[src/rtl/key_event_arbiter.sv]
// rtl/key_event_arbiter.sv - debouncer sample/repeat strobes plus key-event round-robin queue
// Define KEY_ARB_PRIO_EN to swap the round-robin for fixed lowest-index-first priority.
module key_event_arbiter #(
  parameter int KEYS_NUM   = 4,
  parameter int SMP_DIV    = 50000,
  parameter int REP_DIV    = 10,
  parameter int FIFO_DEPTH = 4,
  localparam int CODE_W    = $clog2(KEYS_NUM)
) (
  input  logic                CLK,
  input  logic                CLR,
  input  logic [KEYS_NUM-1:0] KEY_UP,
  input  logic [KEYS_NUM-1:0] KEY_EN,
  output logic                SMP_CE,
  output logic                REP_CE,
  output logic                EVT_VALID,
  output logic [CODE_W-1:0]   EVT_CODE,
  input  logic                EVT_RDY,
  output logic                ANY_HELD,
  output logic [7:0]          DROP_CNT
);

  localparam int SMP_W = $clog2(SMP_DIV);
  localparam int REP_W = (REP_DIV > 1) ? $clog2(REP_DIV) : 1;
  localparam int AW    = $clog2(FIFO_DEPTH);
  localparam logic [SMP_W-1:0]  SMP_LAST = SMP_W'(SMP_DIV - 1);
  localparam logic [REP_W-1:0]  REP_LAST = REP_W'(REP_DIV - 1);
  localparam logic [AW:0]       FULL_CNT = (AW + 1)'(FIFO_DEPTH);

  logic [SMP_W-1:0]    smp_cnt_q, smp_cnt_d;
  logic [REP_W-1:0]    rep_cnt_q, rep_cnt_d;
  logic                smp_ce_q, smp_ce_d;
  logic                rep_ce_q, rep_ce_d;
  logic                any_held_q, any_held_d;
  logic [KEYS_NUM-1:0] pend_q, pend_d;
  logic [7:0]          drop_cnt_q, drop_cnt_d;
  logic [AW-1:0]       wr_ptr_q, wr_ptr_d, rd_ptr_q, rd_ptr_d;
  logic [AW:0]         count_q, count_d;
  logic [CODE_W-1:0]   mem_q [FIFO_DEPTH];
  logic [CODE_W-1:0]   mem_d [FIFO_DEPTH];

  logic                found;
  logic                grant;
  logic [CODE_W-1:0]   grant_idx;
  logic [KEYS_NUM-1:0] grant_vec;
  logic [KEYS_NUM-1:0] drop_vec;
  logic [8:0]          drop_add;
  logic [9:0]          drop_sum;
  logic                pop, can_push;

`ifndef KEY_ARB_PRIO_EN
  logic [CODE_W-1:0]   ptr_q, ptr_d;
  logic [CODE_W-1:0]   rr_idx;
  localparam logic [CODE_W-1:0] KEY_LAST = CODE_W'(KEYS_NUM - 1);
`endif

  // Strobes are registered so the first SMP_CE lands SMP_DIV cycles after reset.
  always_comb begin
    smp_cnt_d = (smp_cnt_q == SMP_LAST) ? '0 : smp_cnt_q + 1'b1;
    smp_ce_d  = (smp_cnt_q == SMP_LAST);
    rep_cnt_d = rep_cnt_q;
    if (smp_ce_d) begin
      rep_cnt_d = (rep_cnt_q == REP_LAST) ? '0 : rep_cnt_q + 1'b1;
    end
    rep_ce_d   = smp_ce_d & (rep_cnt_q == REP_LAST);
    any_held_d = |KEY_EN;
  end

  assign pop      = (count_q != '0) & EVT_RDY;
  assign can_push = (count_q != FULL_CNT) | pop;

  always_comb begin
    found     = 1'b0;
    grant_idx = '0;
`ifdef KEY_ARB_PRIO_EN
    for (int i = KEYS_NUM - 1; i >= 0; i--) begin
      if (pend_q[i]) begin
        found     = 1'b1;
        grant_idx = CODE_W'(i);
      end
    end
`else
    rr_idx = ptr_q;
    for (int i = 0; i < KEYS_NUM; i++) begin
      rr_idx = (rr_idx == KEY_LAST) ? '0 : rr_idx + 1'b1;
      if (!found && pend_q[rr_idx]) begin
        found     = 1'b1;
        grant_idx = rr_idx;
      end
    end
    ptr_d = ptr_q;
`endif
    grant     = found & can_push;
    grant_vec = grant ? (KEYS_NUM'(1) << grant_idx) : '0;
`ifndef KEY_ARB_PRIO_EN
    if (grant) ptr_d = grant_idx;
`endif
  end

  // A re-arrival on a still-pending key that was not granted this cycle is lost.
  always_comb begin
    pend_d   = (pend_q & ~grant_vec) | KEY_UP;
    drop_vec = KEY_UP & pend_q & ~grant_vec;
    drop_add = '0;
    for (int i = 0; i < KEYS_NUM; i++) begin
      drop_add = drop_add + 9'(drop_vec[i]);
    end
    drop_sum   = {2'b00, drop_cnt_q} + {1'b0, drop_add};
    drop_cnt_d = (drop_sum > 10'd255) ? 8'hFF : drop_sum[7:0];
  end

  always_comb begin
    mem_d    = mem_q;
    wr_ptr_d = wr_ptr_q;
    rd_ptr_d = rd_ptr_q;
    count_d  = count_q;
    if (grant) begin
      mem_d[wr_ptr_q] = grant_idx;
      wr_ptr_d        = wr_ptr_q + 1'b1;
    end
    if (pop) rd_ptr_d = rd_ptr_q + 1'b1;
    case ({grant, pop})
      2'b10:   count_d = count_q + 1'b1;
      2'b01:   count_d = count_q - 1'b1;
      default: count_d = count_q;
    endcase
  end

  always_ff @(posedge CLK or posedge CLR) begin
    if (CLR) begin
      smp_cnt_q  <= '0;
      rep_cnt_q  <= '0;
      smp_ce_q   <= 1'b0;
      rep_ce_q   <= 1'b0;
      any_held_q <= 1'b0;
      pend_q     <= '0;
      drop_cnt_q <= '0;
      wr_ptr_q   <= '0;
      rd_ptr_q   <= '0;
      count_q    <= '0;
      for (int i = 0; i < FIFO_DEPTH; i++) mem_q[i] <= '0;
`ifndef KEY_ARB_PRIO_EN
      ptr_q      <= KEY_LAST;
`endif
    end else begin
      smp_cnt_q  <= smp_cnt_d;
      rep_cnt_q  <= rep_cnt_d;
      smp_ce_q   <= smp_ce_d;
      rep_ce_q   <= rep_ce_d;
      any_held_q <= any_held_d;
      pend_q     <= pend_d;
      drop_cnt_q <= drop_cnt_d;
      wr_ptr_q   <= wr_ptr_d;
      rd_ptr_q   <= rd_ptr_d;
      count_q    <= count_d;
      mem_q      <= mem_d;
`ifndef KEY_ARB_PRIO_EN
      ptr_q      <= ptr_d;
`endif
    end
  end

  assign SMP_CE    = smp_ce_q;
  assign REP_CE    = rep_ce_q;
  assign ANY_HELD  = any_held_q;
  assign DROP_CNT  = drop_cnt_q;
  assign EVT_VALID = (count_q != '0);
  assign EVT_CODE  = mem_q[rd_ptr_q];

endmodule

[config.mk]
export PLATFORM = sky130hd
export DESIGN_NAME = key_event_arbiter
export DESIGN_NICKNAME = d
export VERILOG_FILES = /design/src/rtl/key_event_arbiter.sv
export SDC_FILE = /design/constraint.sdc
export NUM_CORES = 1
export LEC_CHECK = 0
export BUFFER_PORTS_ARGS = -buffer_cell sky130_fd_sc_hd__buf_2
export CORE_ASPECT_RATIO = 2
export CORE_UTILIZATION = 60
export DETAILED_ROUTE_END_ITERATION = 8
export HOLD_SLACK_MARGIN = 0.1
export PLACE_DENSITY = 0.81
export SLEW_MARGIN = 20
export SYNTH_ARGS = -nofsm -noshare
export SYNTH_HDL_FRONTEND = slang
export SYNTH_SLANG_ARGS = --single-unit
[constraint.sdc]
create_clock -name CLK -period 6.9 [get_ports CLK]
set_input_delay 1.38 -clock CLK [delete_from_list [all_inputs] [get_ports CLK]]
set_output_delay 1.38 -clock CLK [all_outputs]
set_load 0.03 [all_outputs]
-- Yosys cells after proc, flatten, opt, wreduce, memory -nomap -nowiden
Cells that the tools add are included.
- register bits after elaboration: 52
- bits of input ports: 11
- logic and storage cells: 99
- $add $sub $neg: 14
- order comparisons: 8
- eq/ne operators: 9
- shift-type cells: 1
- muxes and demuxes: 31
- bitwise operators: 11
- reduce and logical (&&, ||, !) cells: 10
- operator list (kind ; count):
    $mux 2 ; 11
    $add 16x1->16 const B ; 1
    $eq 16x16->1 const B ; 1
    $mux 16 ; 1
    $add 2x1->2 const B ; 6
    $and 4x4->4 ; 3
    $lt 2x3->1 const B ; 4
    $eq 2x2->1 const B ; 5
    $add 8x4->9 ; 1
    $gt 9x8->1 const B ; 1
    $bmux 1 s2 ; 4
    $bwmux 8 ; 1
    $mux 1 ; 8
    $mux 4 ; 2
    $mux 8 ; 1
    $ge 3x3->1 const B ; 2
    $not 2->3 ; 2
    $pmux 3 s2 ; 1
    $add 3x1->4 ; 1
    $add 4x1->4 const B ; 1
    $bmux 2 s2 ; 1
    $demux 2 s2 ; 1
    $eq 4x4->1 const B ; 1
    $logic_and 1x1->1 ; 4
    other kinds (16) ; 20

-- Longest topological paths before layout
- word-level depth: 24
- depth in mapped cells: 13
- gate-level depth less buffers: 12

-- Worst setup path after synthesis
No wires, ideal clock.
- kind: in2reg
- start: input EVT_RDY
- end: register drop_cnt_q[1], in the netlist DROP_CNT[1]
- library setup time: 0.072 ns
- arrival: 4.051 ns
- setup slack: 2.778 ns
- cell stages on the path: 11
- path through: or4b_1 a21boi_1 inv_1 o311ai_0 fa_1 fa_1 inv_1 fa_1 and3_1 nand3_1 nand2b_1
- longest elaborated chain between the ends: 12
- RTL lines (element ; line ; RTL):
    from (decl) ; 18 ; input logic EVT_RDY,
    $and 1x1->1 (*) ; 69 ; assign pop = (count_q != '0) & EVT_RDY;
    $or 1x1->1 (*) ; 70 ; assign can_push = (count_q != FULL_CNT) | pop;
    $and 1x1->1 (*) ; 93 ; grant = found & can_push;
    $mux 4 (*) ; 94 ; grant_vec = grant ? (KEYS_NUM'(1) << grant_idx) : '0;
    $not 4->4 (*) ; 103 ; drop_vec = KEY_UP & pend_q & ~grant_vec;
    $and 4x4->4 (*) ; 103 ;
    $add 1x1->2 ; 106 ; drop_add = drop_add + 9'(drop_vec[i]);
    $add 2x1->3 ; 106 ;
    $add 3x1->4 (*) ; 106 ;
    $add 8x4->9 (*) ; 108 ; drop_sum = {2'b00, drop_cnt_q} + {1'b0, drop_add};
    $gt 9x8->1 ; 109 ; drop_cnt_d = (drop_sum > 10'd255) ? 8'hFF : drop_sum[7:0];
    $mux 8 (*) ; 109 ;
    net drop_cnt_d[1] ; 36 ; logic [7:0] drop_cnt_q, drop_cnt_d;
    to (signal assigned) ; 152 ; drop_cnt_q <= drop_cnt_d;
    to (decl) ; 36 ;
Mark *: on every way through the listed nets, which the timed path passes. The rest lies on a longest branch.
A chain may end at the register's enable or synchronous reset.

-- Worst setup path after layout
Same ends and word-level chain as after synthesis.

==> impl_metrics.tcl <==
set metrics [dict create \
    status "finished, final reports clean" \
    power_density_mw_per_mm2 455 \
    multiInputGateArea_mm2 0.00122 \
    slew_headroom 0.406 \
    netlist_top_cells_area "dfrtp_1, xor2_1, mux2_2" \
    finalHoldViolCount 0 \
    dp_hpwl_mm 3.43 \
    cts-root-buf "clkbuf_8" \
    num_vias 1807 \
    synth_edf_count 0 \
    crit_arrival_ns 4.56 \
    routed_wirelength_mm 4.60 \
    yosysTopAreaCell "dfrtp_1" \
    final_nets 280 \
    stdcell_area_mm2 0.00289 \
    io_pins 25 \
    fin_worst_skew_ns 0.00696 \
    synth_area_per_cell_um2 11.4 \
    grt_pass1_vias 1805 \
    fin_ws_ns 2.59 \
    viasPerCell 5.83 \
    clk_pin_slew_ns 0.09 \
    area_growth_pct 10.3 \
    critPathLaunchType "input port" \
    die_h_um 95.4 \
    tritoncts "built" \
    core_area_mm2 0.00413 \
    post_cts_buffers 0 \
    synth_cells 229 \
    leakagePower_uw 0.00134 \
    htreeDepth 2 \
    cap_violations 0 \
    period_share 0.625 \
    fillCellCount 327 \
    period_needed_ns 4.32 \
    clk_latency_ns 0.31 \
    rsz0062_at_grt "no" \
    synthDistinctLibCells 53 \
    drtPass1Iterations 4 \
    async_flop_share 1.00 \
    placed_area_mm2 0.00277 \
    clock_sinks 52 \
    critical_path_required_ns 7.14 \
    power.total_uw 1310 \
    dieArea_mm2 0.00464 \
    fin_util 0.699 \
    timing.fmax_ghz 0.232 \
    worstSetupPathType "in -> reg" \
    endpoint_kind "register" \
    cts_buffer_depth 2 \
    globalplace.congestion 0.826 \
    fp-row-count 33 \
    seq_area_mm2 0.00130 \
    peakVddDrop_v 0.000274 \
    yosysMostFrequentCell "dfrtp_1" \
    min_path_type "reg -> reg" \
    drtIter0Drc 23 \
    ant_nets 0 \
    wl_per_cell_um 14.8 \
    finalSetupViolations 0 \
    synthTopCellsByCount "dfrtp_1, nand2_1, nor2_1, inv_1, xor2_1" \
    ctsHoldBuffers 0 \
    grt_max_degree 53 \
    final.setup.tns_ns 0 \
    worst_pin_slew_ns 0.887 \
    place_ws_ns 2.21 \
    drive_gt1_frac 0.225 \
    cp_max_fo 13 \
    drc 0 \
    synth_nets 252 \
    synth_seq_cells 52 \
    numPortBuffers 24 \
    final-max-slew-violation-count 0 \
    synth_top_area_share 0.478 \
    cts_resized 0 \
    antenna_found_initial 0 \
    ys.flop_type "dfrtp_1" \
    grt_usage 0.230 \
    syn_area_mm2 0.00262 \
    grt-ovfl-total 0 \
    cts_buffers 5 \
    die_x_um 48.7 \
    yosysSeqAreaShare 0.498 \
    start_util 0.634 \
    diodes 0 \
    grt_pass1_wl_mm 7.91 \
    ys_warn_count 0 \
]
flip-flops by register name, indices dropped and copies added (netlist names):
register and flops:
mem_q 8, smp_cnt_q 16, REP_CE 1, rep_cnt_q 4, wr_ptr_q 2, SMP_CE 1
pend_q 4, DROP_CNT 8, count_q 3, ANY_HELD 1, rd_ptr_q 2, ptr_q 2
placed cells by master (no fill, tap or decap), drive strengths merged, types with 4 or more instances in the layout:
master | Yosys | routed
buf | 4 | 25
fa | 4 | 4
xor2 | 12 | 12
o21ai | 9 | 9
nand2b | 4 | 4
nor2 | 17 | 17
and3 | 4 | 4
or3 | 4 | 4
clkbuf | 0 | 5
inv | 15 | 14
nand2 | 19 | 19
ha | 8 | 8
dfrtp | 50 | 50
a21oi | 5 | 5
mux2 | 10 | 10
nand3 | 8 | 8
xnor2 | 9 | 9
stage by stage:
| stage | hold slack, ns | cells |
|---|---|---|
| floorplan | 0.423 | 229 |
| global placement | 0.455 | 302 |
| detailed placement | 0.464 | 302 |
| CTS | 0.477 | 310 |
| global route | 0.489 | 310 |
| finish | 0.470 | 310 |
report_power, final:
part           internal, uW  total (uW)  switching [uW]
combinational           277         628             351
sequential              402         478            76.8
clock                   107         206            98.9
total                   785        1310             527
cells by family (layout without fill, tap and decap cells):
kind of cell	count (synthesis)	in the layout	synth area share
flops	52	52	0.498
buf+inv	19	48	0.0349
simple gates	79	79	0.168
mux	14	14	0.0693
compound gates	32	32	0.0899
fa+ha+maj	12	12	0.0689
xor+xnor	21	21	0.0703
critical path, cell delays in order:
cell and delay [ns]:
buf_2 0.10, or4b_1 0.47, a21boi_1 0.14, buf_4 0.19, inv_1 0.18, o311ai_0 0.22
fa_1 0.54, fa_1 0.45, inv_1 0.08, fa_1 0.25, and3_1 0.21, nand3_1 0.21
nand2b_1 0.14
area by class of cell:
cell class	count	share of cell area
clock inverters	3	0.0147
inverters	15	0.0199
clock buffers	5	0.0238
multi-input cells	158	0.423
repair buffers	25	0.0442
flip-flops and latches	52	0.452
well taps	52	0.0225
worst paths after layout:
path                              start            to  slack [ns]  depth (start not counted)
max                             EVT_RDY   DROP_CNT[1]        2.59                         13
min                        smp_cnt_q[0]  smp_cnt_q[0]        0.47                          1
max reg2reg                    ptr_q[0]   DROP_CNT[1]        2.64                         12
min reg2reg                smp_cnt_q[0]  smp_cnt_q[0]        0.47                          1
max in group asynchronous           CLR   rd_ptr_q[1]        5.17                          2
min in group asynchronous           CLR      mem_q[6]        1.22                          2
layer usage:
metal	share of wire	wire (um)	GRT usage	vias up
li1	-	-	-	854
met1	0.37	1680	0.234	911
met2	0.58	2650	0.425	29
met3	0.018	85	0.0351	13
met4	0.040	182	0.157	0
met5	0	0	0	-
No activity file was read; power rests on OpenSTA's default activity.
